$ cat src/rtl/cpu_intr_rdy_ctrl.sv
// cpu_intr_rdy_ctrl: system-side driver of the 6502C nmi/irq/RDY inputs.
// Ports: phi1/rst clock and async reset; nmi_src/irq_src interrupt sources;
//   dma_req/cpu_RW/dma_ack DMA halt handshake; reg_* 4-register bus port;
//   nmi/irq/RDY to the CPU core.
module cpu_intr_rdy_ctrl #(
    parameter int NUM_NMI   = 3,
    parameter int NUM_IRQ   = 8,
    parameter int NMI_PULSE = 2
) (
    input  logic               phi1,
    input  logic               rst,
    input  logic [NUM_NMI-1:0] nmi_src,
    input  logic [NUM_IRQ-1:0] irq_src,
    input  logic               dma_req,
    input  logic               cpu_RW,
    input  logic [1:0]         reg_addr,
    input  logic [7:0]         reg_wdata,
    input  logic               reg_we,
    output logic [7:0]         reg_rdata,
    output logic               nmi,
    output logic               irq,
    output logic               RDY,
    output logic               dma_ack
);

    typedef enum logic [1:0] {
        S_RUN,
        S_WAIT_RD,
        S_HALT,
        S_RELEASE
    } rdy_state_e;

    logic [NUM_NMI-1:0] nmi_hist_q, nmi_en_q, nmi_en_d, nmi_st_q, nmi_st_d;
    logic [NUM_NMI-1:0] nmi_ev;
    logic [NUM_IRQ-1:0] irq_en_q, irq_en_d, irq_st_q, irq_st_d;
    logic [3:0]         cnt_q, cnt_d;
    logic               irq_q, irq_d;
    logic               ack_q, ack_d;
    rdy_state_e         state_q, state_d;

    logic wr_nmien, wr_nmires, wr_irqen;

    assign wr_nmien  = reg_we && (reg_addr == 2'd0);
    assign wr_nmires = reg_we && (reg_addr == 2'd1);
    assign wr_irqen  = reg_we && (reg_addr == 2'd2);

    // Only enabled rising edges count; disabled edges leave no trace.
    assign nmi_ev = nmi_src & ~nmi_hist_q & nmi_en_q;

    always_comb begin
        nmi_en_d = wr_nmien ? reg_wdata[NUM_NMI-1:0] : nmi_en_q;
        // A set in the same cycle as NMIRES survives the clear.
        nmi_st_d = (wr_nmires ? '0 : nmi_st_q) | nmi_ev;
        cnt_d    = (cnt_q != 4'd0) ? cnt_q - 4'd1 : 4'd0;
        // Edges during a running pulse only update status.
        if ((|nmi_ev) && (cnt_q == 4'd0)) begin
            cnt_d = 4'(NMI_PULSE);
        end
    end

    always_comb begin
        irq_en_d = wr_irqen ? reg_wdata[NUM_IRQ-1:0] : irq_en_q;
        // Masking with the new enable makes an IRQEN clear beat a set.
        irq_st_d = (irq_st_q | irq_src) & irq_en_d;
        irq_d    = |(irq_st_d & irq_en_d);
    end

    always_comb begin
        state_d = state_q;
        unique case (state_q)
            S_RUN: begin
                if (dma_req) begin
                    state_d = cpu_RW ? S_HALT : S_WAIT_RD;
                end
            end
            S_WAIT_RD: begin
                if (!dma_req) begin
                    state_d = S_RUN;
                end else if (cpu_RW) begin
                    state_d = S_HALT;
                end
            end
            S_HALT: begin
                if (!dma_req) begin
                    state_d = S_RELEASE;
                end
            end
            S_RELEASE: state_d = S_RUN;
            default:   state_d = S_RUN;
        endcase
        // Grant follows one cycle after RDY has actually fallen.
        ack_d = (state_q == S_HALT) && (state_d == S_HALT);
    end

    always_ff @(posedge phi1 or posedge rst) begin
        if (rst) begin
            nmi_hist_q <= '1;
            nmi_en_q   <= '0;
            nmi_st_q   <= '0;
            cnt_q      <= 4'd0;
            irq_en_q   <= '0;
            irq_st_q   <= '0;
            irq_q      <= 1'b0;
            ack_q      <= 1'b0;
            state_q    <= S_RUN;
        end else begin
            nmi_hist_q <= nmi_src;
            nmi_en_q   <= nmi_en_d;
            nmi_st_q   <= nmi_st_d;
            cnt_q      <= cnt_d;
            irq_en_q   <= irq_en_d;
            irq_st_q   <= irq_st_d;
            irq_q      <= irq_d;
            ack_q      <= ack_d;
            state_q    <= state_d;
        end
    end

    always_comb begin
        reg_rdata = 8'h00;
        unique case (reg_addr)
            2'd1:    reg_rdata[NUM_NMI-1:0] = nmi_st_q;
            2'd3:    reg_rdata[NUM_IRQ-1:0] = irq_st_q;
            default: reg_rdata = 8'h00;
        endcase
    end

    assign nmi     = (cnt_q != 4'd0);
    assign irq     = irq_q;
    assign RDY     = (state_q != S_HALT);
    assign dma_ack = ack_q;

endmodule

$ cat config.mk
export PLATFORM = sky130hd
export DESIGN_NAME = cpu_intr_rdy_ctrl
export DESIGN_NICKNAME = d
export VERILOG_FILES = /design/src/rtl/cpu_intr_rdy_ctrl.sv
export SDC_FILE = /design/constraint.sdc
export NUM_CORES = 1
export LEC_CHECK = 0
export CORE_MARGIN = 10
export CORE_UTILIZATION = 42
export CTS_CLUSTER_SIZE = 24
export DETAILED_ROUTE_END_ITERATION = 16
export GPL_TIMING_DRIVEN = 0
export PLACE_DENSITY = 0.82
export SETUP_SLACK_MARGIN = 0.05
export SYNTH_ARGS = -nofsm -noshare
export SYNTH_HDL_FRONTEND = slang
export SYNTH_SLANG_ARGS = --single-unit
$ cat constraint.sdc
create_clock -name phi1 -period 1.55 [get_ports phi1]
set_input_delay 0.155 -clock phi1 [delete_from_list [all_inputs] [get_ports phi1]]
set_output_delay 0.155 -clock phi1 [all_outputs]
set_load 0.005 [all_outputs]
==> results.rst, run 1 <==
.. list-table::
   :header-rows: 1

   * - Metric
     - Value
   * - Status
     - finished with violations
   * - Failing checks
     - setup timing
   * - Arrival time reported for the critical path endpoint
     - 1800 ps
   * - Mean instance size in the synthesized netlist
     - 12.4 sq um
   * - Total overflow reported by the global router
     - 0
   * - Sequential-to-total area share from yosys stat
     - 0.592
   * - Setup Crit Path Kind
     - reg2reg
   * - Count of endpoints failing hold in the final timing report
     - 0
   * - Post-route fraction of the period consumed by the critical path
     - 1.02
   * - Clock tree from TritonCTS
     - built
   * - Minimum setup slack in the final design
     - -34.5 ps
   * - Total via count after detailed routing
     - 1076
   * - Number of diodes added for antenna fixing
     - 0
   * - Final setup skew
     - 10.8 ps
   * - Clock group share of total power
     - 0.224
   * - Placed Instances
     - 194
   * - RSZ-0062 raised after global routing
     - true
   * - Power per cell area
     - 1110 nW/um^2
   * - Cell Rows
     - 20
   * - TritonCTS Buffers
     - 5
   * - Height of the chip
     - 77.7 microns
   * - Total Power Consumption
     - 2.26 mW
   * - Number of I/O pins
     - 38
   * - Routed wire length on met2
     - 1.68 mm
   * - DRC errors left
     - 0
   * - Simple-gate share of the synthesized area
     - 0.151
   * - Max IR drop VDD
     - 0.693 mV
   * - Global-route wire length before repair
     - 5.71 mm
   * - #FFs+latches synth
     - 33
   * - Post-DP HPWL
     - 2.39 mm
   * - Share of cell area taken by muxes after synthesis
     - 0.135
   * - Total placed instance area
     - 1830 sq um
   * - Category of the worst setup path launch point
     - flop
   * - All-layer global routing usage
     - 0.116
   * - Min cycle time layout
     - 1580 ps
   * - Register clock-pin slew on the reported worst setup and hold paths
     - 100 ps
   * - DIE AREA
     - 6040 sq um
   * - Sw Share
     - 0.278
   * - Share of the core filled with cells in the final layout
     - 0.648
   * - Number of I/O port buffers
     - 37
   * - Final Max Slew Viols
     - 0
   * - Setup violations, final
     - 2
   * - Via-per-instance ratio
     - 5.03
   * - Post-synthesis share of cell area spent on full adders, half adders and majority gates
     - 0
   * - Fraction of layout cells with a size suffix above 1
     - 0.276
   * - Required time of the critical path
     - 1760 ps
   * - Clock latency at the later pin of the worst-skew pair
     - 330 ps
   * - Number of nets in the layout
     - 195
   * - Root buffer cell
     - sky130_fd_sc_hd__clkbuf_4
   * - Sum of met3 wire segment lengths after detailed routing
     - 189 microns
   * - Number of distinct library cell variants in the gate-level netlist after synthesis
     - 25
   * - FMAX
     - 0.631 GHz
   * - Post-route insts no fill
     - 214
   * - Maximum clock path buffer count
     - 2
   * - Placer's final routability congestion estimate
     - 0.774
   * - Largest incremental delay on the critical path
     - 510 ps
   * - Slowest cell on the critical path
     - sky130_fd_sc_hd__or4b_4
   * - Int Power
     - 1.63 mW
   * - Minimum hold slack
     - 105 ps
   * - Sinks on the clock net
     - 33
   * - Flop pwr share
     - 0.500
   * - Switching pwr
     - 627 uW
   * - Cells traversed along the worst timing path
     - o21ai_2 > nand4_1 > mux2_2 > or4b_4
   * - Area of the core
     - 3130 sq um
   * - Leakage dissipation
     - 0.950 nW
   * - Final non-filler cell area
     - 2030 sq um
   * - Number of buffer and inverter stages on the critical path
     - 0
   * - Deepest level of the CTS H-tree
     - 2
   * - Post-Synthesis Net Count
     - 139
   * - Initial DRT Pass Iterations
     - 4
   * - Hold crit path type
     - in2async
   * - Parity-gate share of the synthesized area counting xor and xnor cells
     - 0
   * - Yosys synthesis warning count
     - 0
   * - Hold buffer count at CTS
     - 0
   * - Logic gate share of total power
     - 0.276
   * - Dominant combinational cell family by area after synthesis
     - simple AND/OR/NAND/NOR gates
   * - Final wirelength
     - 3.43 mm
   * - Cell family with the largest share of critical-path delay
     - simple AND/OR/NAND/NOR gates
   * - Largest net degree at the start of global routing
     - 34
   * - Area growth, synth to finish
     - 44.9%
   * - Area fraction in compound gates after synthesis
     - 0.103
   * - Number of maximum-capacitance constraint violations
     - 0
   * - Die boundary width
     - 77.7 microns
   * - Crit Path Max Fanout
     - 3
   * - Effective utilization at floorplan
     - 0.448
   * - Cell count after synthesis
     - 113
   * - Kind of end point of the critical path
     - flop
   * - Number of antenna violations at the first check in global routing
     - 0
   * - Post-route antenna net violation count
     - 0
   * - Avg WL per Cell
     - 16.0 microns
   * - Detailed-route wire length on metal 1
     - 1.52 mm
   * - Top layer in use
     - met4
   * - Slew of the pin with the lowest slew margin
     - 461 ps
   * - Vias in the first global route
     - 1171
   * - Initial DRC count
     - 48
   * - Flop2flop setup slack
     - -30 ps
   * - Post-synth design cell area
     - 1400 sq um
   * - Max-slew headroom at the worst pin
     - 0.692
[layout make-up]
| cell class | count | area, sq um |
|---|---|---|
| tap | 44 | 55.1 |
| fill | 261 | 1100 |
| clock buffer | 8 | 58.8 |
| buffer | 3 | 42.5 |
| sequential | 33 | 830 |
| multi-input combinational | 75 | 571 |
| timing repair buffer | 49 | 464 |
| inverter | 2 | 7.51 |
[per-layer routing]
metal	GRT usage	vias up
li1	-	516
met4	0.0328	0
met2	0.203	32
met1	0.126	522
met3	0.0461	6
met5	0	-
[flip-flops by register name, summed over array words and instances (netlist names)]
register	cells
state_q	2
nmi_hist_q	3
nmi_en_q	3
irq_en_q	8
irq	1
irq_st_q	8
cnt_q	4
nmi_st_q	3
dma_ack	1
[metrics by stage]
step           setup WS (ps)  TNS, ps
2_1_floorplan           97.2        0
3_3_place_gp            -501    -5150
3_5_place_dp            -532    -8010
4_1_cts                -42.4    -72.0
5_1_grt                -82.1     -157
6_report               -34.5    -45.5
[final timing paths]
check / depth (start not counted) / start / end
hold reg to reg: 2 / nmi_st_q[2] / nmi_st_q[2]
setup / recovery: 4 / irq_st_q[3] / irq
max in group asynchronous: 3 / rst / nmi_hist_q[1]
hold / removal: 2 / rst / irq_st_q[4]
setup reg to reg: 4 / irq_st_q[3] / irq
min in group phi1: 1 / nmi_src[1] / nmi_hist_q[1]
[cells in the mapped netlist]
master / number / area share
sky130_fd_sc_hd__dfrtp_1: 30 / 0.54
sky130_fd_sc_hd__o21ai_0: 16 / 0.057
sky130_fd_sc_hd__mux2_2: 11 / 0.088
sky130_fd_sc_hd__nand2_1: 9 / 0.024
sky130_fd_sc_hd__o21a_1: 6 / 0.032
sky130_fd_sc_hd__and3_1: 5 / 0.022
sky130_fd_sc_hd__mux2i_1: 5 / 0.036
sky130_fd_sc_hd__nand3b_1: 4 / 0.021
sky130_fd_sc_hd__nor2b_1: 4 / 0.018
sky130_fd_sc_hd__dfstp_2: 3 / 0.056
sky130_fd_sc_hd__nor2_1: 3 / 0.0080
sky130_fd_sc_hd__clkbuf_1: 2 / 0.0054
sky130_fd_sc_hd__inv_1: 2 / 0.0054
sky130_fd_sc_hd__nand4_1: 2 / 0.0089
sky130_fd_sc_hd__a41o_1: 1 / 0.0071
sky130_fd_sc_hd__buf_6: 1 / 0.0080
sky130_fd_sc_hd__mux2_4: 1 / 0.011
sky130_fd_sc_hd__nand2b_1: 1 / 0.0045
sky130_fd_sc_hd__nand3b_4: 1 / 0.014
sky130_fd_sc_hd__nor3b_1: 1 / 0.0054
sky130_fd_sc_hd__o31a_1: 1 / 0.0063
sky130_fd_sc_hd__or3_1: 1 / 0.0045
sky130_fd_sc_hd__or4_1: 1 / 0.0054
sky130_fd_sc_hd__or4b_1: 1 / 0.0071
sky130_fd_sc_hd__or4b_2: 1 / 0.0071
[logic make-up after synthesis]
family	Yosys count
and+or+nand+nor	34
buffers and inverters	5
muxes	17
DFF	33
AOI/OAI and AO/OA	24
[power by group through the flow]
stage               clock [mW]  sequential, mW  combinational (mW)
floorplan                    0            1.13               0.269
global placement             0            1.14               0.498
detailed placement           0            1.16               0.519
CTS                      0.522            1.12               0.604
global route             0.563            1.16               0.693
finish                   0.506            1.13               0.624
[placed cells by master, fill, tap and decap left out, types with 2 or more instances in the layout]
master                            instances
sky130_fd_sc_hd__and3_1                   5
sky130_fd_sc_hd__buf_4                   11
sky130_fd_sc_hd__clkbuf_1                 2
sky130_fd_sc_hd__clkbuf_4                 5
sky130_fd_sc_hd__clkbuf_8                 3
sky130_fd_sc_hd__clkdlybuf4s50_1         24
sky130_fd_sc_hd__dfrtp_1                 30
sky130_fd_sc_hd__dfstp_2                  3
sky130_fd_sc_hd__dlygate4sd2_1           10
sky130_fd_sc_hd__inv_1                    2
sky130_fd_sc_hd__mux2_2                  11
sky130_fd_sc_hd__mux2i_1                  5
sky130_fd_sc_hd__nand2_1                  9
sky130_fd_sc_hd__nand3b_1                 4
sky130_fd_sc_hd__nand4_1                  2
sky130_fd_sc_hd__nor2_1                   3
sky130_fd_sc_hd__nor2b_1                  4
sky130_fd_sc_hd__o21a_1                   6
sky130_fd_sc_hd__o21ai_0                  9
sky130_fd_sc_hd__o21ai_1                  2
sky130_fd_sc_hd__o21ai_2                  5
[what timing repair did]
| action | 4_1_cts | 5_1_grt |
|---|---|---|
| pin swaps | 1 | 2 |
| gates cloned | 0 | 0 |
| buffers inserted | 9 | 2 |
| resized for setup | 31 | 10 |
| endpoints found under the setup margin | 14 | 3 |
(Power assumes the default switching activity.)
==> run 2: changes to the inputs <==
--- a/config.mk
+++ b/config.mk
@@ -7,7 +7,7 @@
 export LEC_CHECK = 0
 export CORE_MARGIN = 10
 export CORE_UTILIZATION = 42
-export CTS_CLUSTER_SIZE = 24
+export CTS_CLUSTER_SIZE = 10
 export DETAILED_ROUTE_END_ITERATION = 16
 export GPL_TIMING_DRIVEN = 0
 export PLACE_DENSITY = 0.82
@@ -15,3 +15,4 @@
 export SYNTH_ARGS = -nofsm -noshare
 export SYNTH_HDL_FRONTEND = slang
 export SYNTH_SLANG_ARGS = --single-unit
+export TNS_END_PERCENT = 20
==> results.rst, run 2 (synthesis gave the netlist of run 1 again) <==
.. list-table::
   :header-rows: 1

   * - Metric
     - Value
   * - Status
     - finished with violations
   * - Failing checks
     - setup timing
   * - Avg WL per Cell
     - 16.0 microns (about the same)
   * - Most utilized layer in the global route result
     - met2
   * - Post-route insts no fill
     - 210 (-1.9%)
   * - Minimum setup slack in the final design
     - -20.9 ps (+13.6 ps)
   * - Kind of end point of the critical path
     - primary output
   * - Met3 global-route usage
     - 0.0461 (unchanged)
   * - Register clock-pin slew on the reported worst setup and hold paths
     - 100 ps (about the same)
   * - Number of nets in the layout
     - 191 (-2.1%)
   * - Flop2flop setup slack
     - 10 ps (+40 ps)
   * - DRC errors left
     - 0 (unchanged)
   * - Initial DRT Pass Iterations
     - 4 (unchanged)
   * - Cell Rows
     - 20 (unchanged)
   * - Clock latency at the later pin of the worst-skew pair
     - 340 ps (about the same)
   * - Crit Path Max Fanout
     - 2 (-1)
   * - Maximum clock path buffer count
     - 2 (unchanged)
   * - Slowest cell on the critical path
     - sky130_fd_sc_hd__or4_4
   * - GR Util met2
     - 0.199 (-0.00415)
   * - Min cycle time layout
     - 1570 ps (-13.6 ps)
   * - Final setup skew
     - 10.2 ps (-0.586 ps)
   * - Placer's final routability congestion estimate
     - 0.774 (unchanged)
   * - Die boundary width
     - 77.7 microns (unchanged)
   * - Total placed instance area
     - 1830 sq um (unchanged)
   * - Slew of the pin with the lowest slew margin
     - 461 ps (+0.184 ps)
   * - Fraction of layout cells with a size suffix above 1
     - 0.235 (-0.0415)
   * - Global-route wire length before repair
     - 5.60 mm (-1.9%)
   * - Via-per-instance ratio
     - 5.06 (+0.58%)
   * - Largest incremental delay on the critical path
     - 550 ps (+40 ps)
   * - Number of diodes added for antenna fixing
     - 0 (unchanged)
   * - Share of the core filled with cells in the final layout
     - 0.637 (-0.0112)
   * - Number of antenna violations at the first check in global routing
     - 0 (unchanged)
   * - Most common cell after layout, fill and taps aside
     - sky130_fd_sc_hd__dfrtp_1
   * - Vias in the first global route
     - 1140 (-2.6%)
   * - Number of buffer and inverter stages on the critical path
     - 1 (+1)
   * - Deepest level of the CTS H-tree
     - 2 (unchanged)
   * - Number of maximum-capacitance constraint violations
     - 0 (unchanged)
   * - Sinks on the clock net
     - 33 (unchanged)
   * - Max IR drop VDD
     - 0.694 mV (+0.11%)
   * - End point of the critical path
     - nmi
   * - Root buffer cell
     - sky130_fd_sc_hd__clkbuf_4
   * - DIE AREA
     - 6040 sq um (unchanged)
   * - Total overflow reported by the global router
     - 0 (unchanged)
   * - Max-slew headroom at the worst pin
     - 0.692 (about the same)
   * - Final non-filler cell area
     - 1990 sq um (-1.7%)
   * - All-layer global routing usage
     - 0.114 (-0.00143)
   * - Cells traversed along the worst timing path
     - or4_4 > buf_6
   * - Commonest cells after routing, fill and taps aside
     - sky130_fd_sc_hd__dfrtp_1, sky130_fd_sc_hd__clkdlybuf4s50_1, sky130_fd_sc_hd__mux2_2, sky130_fd_sc_hd__dlygate4sd2_1
   * - Minimum hold slack
     - 92.5 ps (-12.4 ps)
   * - Initial DRC count
     - 54 (+13%)
   * - Area growth, synth to finish
     - 42.4%
   * - Count of endpoints failing hold in the final timing report
     - 0 (unchanged)
   * - Placed Instances
     - 194 (unchanged)
   * - Required time of the critical path
     - 1390 ps (-370 ps)
   * - Registers with the most flip-flops
     - irq_en_q x8, irq_st_q x8, cnt_q x4
   * - Endpoint of the most critical register-to-register path
     - irq
   * - FMAX
     - 0.637 GHz (+0.86%)
   * - Setup Crit Path Kind
     - reg2out
   * - Effective utilization at floorplan
     - 0.448 (unchanged)
   * - Leakage dissipation
     - 0.941 nW (-0.93%)
   * - Startpoint of the worst setup timing path
     - cnt_q[1]
   * - Final Max Slew Viols
     - 0 (unchanged)
   * - Final wirelength
     - 3.36 mm (-2.0%)
   * - Hold crit path type
     - in2async
   * - Hold buffer count at CTS
     - 0 (unchanged)
   * - Post-route antenna net violation count
     - 0 (unchanged)
   * - Number of I/O pins
     - 38 (unchanged)
   * - Fill cell count
     - 263 (+0.77%)
   * - Setup violations, final
     - 1 (-1)
   * - Arrival time reported for the critical path endpoint
     - 1420 ps (-380 ps)
   * - Clock tree from TritonCTS
     - built
   * - Largest net degree at the start of global routing
     - 34 (unchanged)
   * - Power per cell area
     - 1120 nW/um^2 (+0.86%)
   * - TritonCTS Buffers
     - 5 (unchanged)
   * - Post-route fraction of the period consumed by the critical path
     - 1.01 (-0.00875)
   * - Area of the core
     - 3130 sq um (unchanged)
   * - Total via count after detailed routing
     - 1062 (-1.3%)
   * - Number of stages on the worst setup path
     - 2 (-2)
   * - Met1 Resource Use GR
     - 0.125 (-0.000684)
   * - Worst reg-to-reg path cell count
     - 4 (unchanged)
   * - Cell family with the largest share of critical-path delay
     - simple AND/OR/NAND/NOR gates
   * - Number of I/O port buffers
     - 37 (unchanged)
   * - Height of the chip
     - 77.7 microns (unchanged)
   * - Launching point of the worst reg2reg path
     - irq_st_q[3]
   * - Category of the worst setup path launch point
     - flop
   * - Post-DP HPWL
     - 2.39 mm (unchanged)
   * - RSZ-0062 raised after global routing
     - true
[run 2: cell types whose count changed in the layout (fill, tap and decap cells not counted)]
| cell | change |
|---|---|
| sky130_fd_sc_hd__buf_4 | -4 |
| sky130_fd_sc_hd__clkbuf_2 | -1 |
| sky130_fd_sc_hd__clkdlybuf4s15_1 | -1 |
| sky130_fd_sc_hd__dlygate4sd2_1 | +1 |
| sky130_fd_sc_hd__dlymetal6s2s_1 | +1 |
| sky130_fd_sc_hd__o21ai_1 | +3 |
| sky130_fd_sc_hd__o21ai_2 | -3 |
[run 2: worst min-delay path by stage]
stage,startpoint,to,slack [ps],cells after the start
3_3_place_gp,nmi_st_q[1],nmi_st_q[1],470,2
2_1_floorplan,nmi_src[0],nmi_hist_q[0],160,0
5_1_grt,rst,irq_st_q[7],130,2
6_report,rst,irq_st_q[4],90,2
3_5_place_dp,nmi_st_q[2],nmi_st_q[2],470,2
4_1_cts,nmi_src[2],nmi_hist_q[2],240,1
[run 2: repair_timing]
action / CTS / global route
pin swaps: 0 / 0
endpoints found under the setup margin: 14 / 2
buffers inserted: 6 / 1
resized for setup: 24 / 11
[run 2: stage by stage]
stage / setup TNS (ps) / total power, mW / setup slack, ps
2_1_floorplan: 0 / 1.40 / 97.2
3_3_place_gp: -5150 / 1.64 / -501
3_5_place_dp: -8010 / 1.68 / -532
4_1_cts: -106 / 2.23 / -76.1
5_1_grt: -124 / 2.38 / -74.9
6_report: -20.9 / 2.24 / -20.9
[run 2: cell type report]
type                       instances  area [sq um]  area share
sequential                        33           830       0.416
inverter                           2          7.51     0.00377
timing repair buffer              45           440       0.221
tap                               44          55.1      0.0276
multi-input combinational         75           559       0.281
buffer                             3          42.5      0.0213
clock buffer                       8          58.8      0.0295
[run 2: worst reg2reg max path: stages (launching register included)]
cell,delay [ps]
sky130_fd_sc_hd__dfrtp_1,420
sky130_fd_sc_hd__o21ai_1,150
sky130_fd_sc_hd__nand4_1,90
sky130_fd_sc_hd__mux2_2,280
sky130_fd_sc_hd__or4b_4,470
[run 2: metal layers]
metal  wire length, microns  part of all wire  vias to the layer above
met1                   1490              0.44                      514
met2                   1640              0.49                       32
met5                      0                 0                        -
met3                    201             0.060                        8
met4                     26            0.0077                        0
li1                       -                 -                      508
[run 2: report_power, final]
group | switching, mW | internal [mW] | leakage (nW)
Sequential | 0.0901 | 1.03 | 0.399
Clock | 0.291 | 0.224 | 0.0326
Combinational | 0.243 | 0.358 | 0.510
Total | 0.623 | 1.62 | 0.941
==> run 3: changes to the inputs <==
--- a/config.mk
+++ b/config.mk
@@ -7,10 +7,10 @@
 export LEC_CHECK = 0
 export CORE_MARGIN = 10
 export CORE_UTILIZATION = 42
-export CTS_CLUSTER_SIZE = 10
+export CTS_CLUSTER_SIZE = 40
 export DETAILED_ROUTE_END_ITERATION = 16
 export GPL_TIMING_DRIVEN = 0
-export PLACE_DENSITY = 0.82
+export PLACE_DENSITY = 0.74
 export SETUP_SLACK_MARGIN = 0.05
 export SYNTH_ARGS = -nofsm -noshare
 export SYNTH_HDL_FRONTEND = slang
==> results.rst, run 3 (synthesis gave the netlist of run 1 again) <==
.. list-table::
   :header-rows: 1

   * - Metric
     - Value
   * - Status
     - complete, no violations
   * - Count of endpoints failing hold in the final timing report
     - 0 (unchanged)
   * - Post-DP HPWL
     - 2.44 mm (+2.2%)
   * - Height of the chip
     - 77.7 microns (unchanged)
   * - Number of diodes added for antenna fixing
     - 0 (unchanged)
   * - Number of I/O pins
     - 38 (unchanged)
   * - Final wirelength
     - 3.30 mm (-1.9%)
   * - Initial DRT Pass Iterations
     - 4 (unchanged)
   * - Final setup skew
     - 11.0 ps (+0.732 ps)
   * - Slew of the pin with the lowest slew margin
     - 1130 ps (+672 ps)
   * - Kind of end point of the critical path
     - primary output
   * - Number of I/O port buffers
     - 37 (unchanged)
   * - Area growth, synth to finish
     - 42.4% (about the same)
   * - Category of the worst setup path launch point
     - flop
   * - Final non-filler cell area
     - 1990 sq um (about the same)
   * - Min cycle time layout
     - 1550 ps (-24.7 ps)
   * - Avg WL per Cell
     - 15.7 microns (-1.9%)
   * - Total via count after detailed routing
     - 1077 (+1.4%)
   * - Total overflow reported by the global router
     - 0 (unchanged)
   * - Largest net degree at the start of global routing
     - 34 (unchanged)
   * - Global-route wire length before repair
     - 5.37 mm (-4.1%)
   * - All-layer global routing usage
     - 0.109 (-0.00560)
   * - Required time of the critical path
     - 1390 ps (about the same)
   * - Die boundary width
     - 77.7 microns (unchanged)
   * - Max-slew headroom at the worst pin
     - 0.240 (-0.452)
   * - Setup violations, final
     - 0 (-1)
   * - RSZ-0062 raised after global routing
     - true
   * - Crit Path Max Fanout
     - 2 (unchanged)
   * - Root buffer cell
     - sky130_fd_sc_hd__clkbuf_4
   * - Number of antenna violations at the first check in global routing
     - 0 (unchanged)
   * - DIE AREA
     - 6040 sq um (unchanged)
   * - Registers with the most flip-flops
     - irq_en_q x8, irq_st_q x8, cnt_q x4
   * - Clock latency at the later pin of the worst-skew pair
     - 330 ps (about the same)
   * - Sinks on the clock net
     - 33 (unchanged)
   * - Post-route fraction of the period consumed by the critical path
     - 0.998 (-0.0159)
   * - Minimum hold slack
     - 259 ps (+166 ps)
   * - Maximum clock path buffer count
     - 2 (unchanged)
   * - Share of the core filled with cells in the final layout
     - 0.638 (about the same)
   * - Total Power Consumption
     - 2.28 mW (+1.6%)
   * - Initial DRC count
     - 58 (+7.4%)
   * - Arrival time reported for the critical path endpoint
     - 1390 ps (-30 ps)
   * - Area of the core
     - 3130 sq um (unchanged)
   * - Register clock-pin slew on the reported worst setup and hold paths
     - 100 ps (about the same)
   * - Cell Rows
     - 20 (unchanged)
   * - Most common cell after layout, fill and taps aside
     - sky130_fd_sc_hd__dfrtp_1
   * - Leakage dissipation
     - 0.943 nW (+0.24%)
   * - TritonCTS Buffers
     - 5 (unchanged)
   * - Effective utilization at floorplan
     - 0.448 (unchanged)
   * - Final Max Slew Viols
     - 0 (unchanged)
   * - Post-route antenna net violation count
     - 0 (unchanged)
   * - Setup Crit Path Kind
     - reg2out
   * - Number of maximum-capacitance constraint violations
     - 0 (unchanged)
   * - FMAX
     - 0.647 GHz (+1.6%)
   * - Clock tree from TritonCTS
     - built
   * - Power per cell area
     - 1140 nW/um^2 (+1.5%)
   * - Vias in the first global route
     - 1092 (-4.2%)
   * - Number of nets in the layout
     - 191 (unchanged)
   * - Fraction of layout cells with a size suffix above 1
     - 0.253 (+0.0181)
   * - Hold crit path type
     - in2reg
   * - Max IR drop VDD
     - 0.858 mV (+24%)
   * - DRC errors left
     - 0 (unchanged)
   * - Deepest level of the CTS H-tree
     - 2 (unchanged)
   * - Fill cell count
     - 261 (-0.76%)
   * - Commonest cells after routing, fill and taps aside
     - sky130_fd_sc_hd__dfrtp_1, sky130_fd_sc_hd__clkdlybuf4s50_1, sky130_fd_sc_hd__mux2_2, sky130_fd_sc_hd__dlygate4sd2_1
   * - Via-per-instance ratio
     - 5.13 (+1.4%)
   * - Total placed instance area
     - 1830 sq um (unchanged)
   * - Placer's final routability congestion estimate
     - 0.801 (+3.5%)
## run 3: per-layer routing
metal  global-route usage  part of all wire  wire, microns  vias up
met5                    0                 0              0        -
met4               0.0456             0.017             55        0
met3               0.0369             0.065            214        7
met2                0.172              0.47           1550       38
met1                0.132              0.45           1480      521
li1                     -                 -              -      511
## run 3: path summary, 6_finish.rpt
kind | slack, ps | start | end | cells past startpoint
worst min register to register | 490 | nmi_st_q[2] | nmi_st_q[2] | 2
worst max-delay path | 4 | cnt_q[0] | nmi | 2
min in group asynchronous | 280 | rst | irq_st_q[0] | 2
max in group asynchronous | 750 | rst | irq_st_q[6] | 2
worst min-delay path | 260 | nmi_src[1] | nmi_hist_q[1] | 1
worst max register to register | 4 | irq_st_q[0] | irq | 4
## run 3: power by group
group | switching, mW | internal [mW]
Clock | 0.282 | 0.263
Combinational | 0.238 | 0.364
Sequential | 0.0933 | 1.04
## run 3: timing repair
| item | in CTS | in global routing |
|---|---|---|
| resized for setup | 30 | 8 |
| endpoints found under the hold margin | 0 | 0 |
| setup endpoints to repair | 14 | 3 |
| pin swaps | 0 | 1 |
| cloned | 1 | 0 |
| buffers inserted | 5 | 2 |
| hold buffers | 0 | 0 |
## run 3: critical path, cell delays in order (launching register included)
cell and delay [ps]:
sky130_fd_sc_hd__dfrtp_1 400, sky130_fd_sc_hd__or4_4 540, sky130_fd_sc_hd__buf_6 130
## run 3: layout make-up
cell class | instances | area (sq um) | area share
flip-flops and latches | 33 | 830 | 0.416
clock inverters | 1 | 5.00 | 0.00251
repair buffers | 45 | 422 | 0.211
clock buffers | 7 | 65.1 | 0.0326
well taps | 44 | 55.1 | 0.0276
multi-input cells | 75 | 568 | 0.285
inverters | 2 | 7.51 | 0.00376
plain buffers | 3 | 42.5 | 0.0213
## run 3: per-stage QoR
stage          instances  setup slack [ps]  TNS (ps)
2_1_floorplan        113              97.2         0
3_3_place_gp         194              -507     -6380
3_5_place_dp         194              -539     -8060
4_1_cts              208             -6.95     -6.95
5_1_grt              210             -77.1      -117
6_report             210              3.78         0
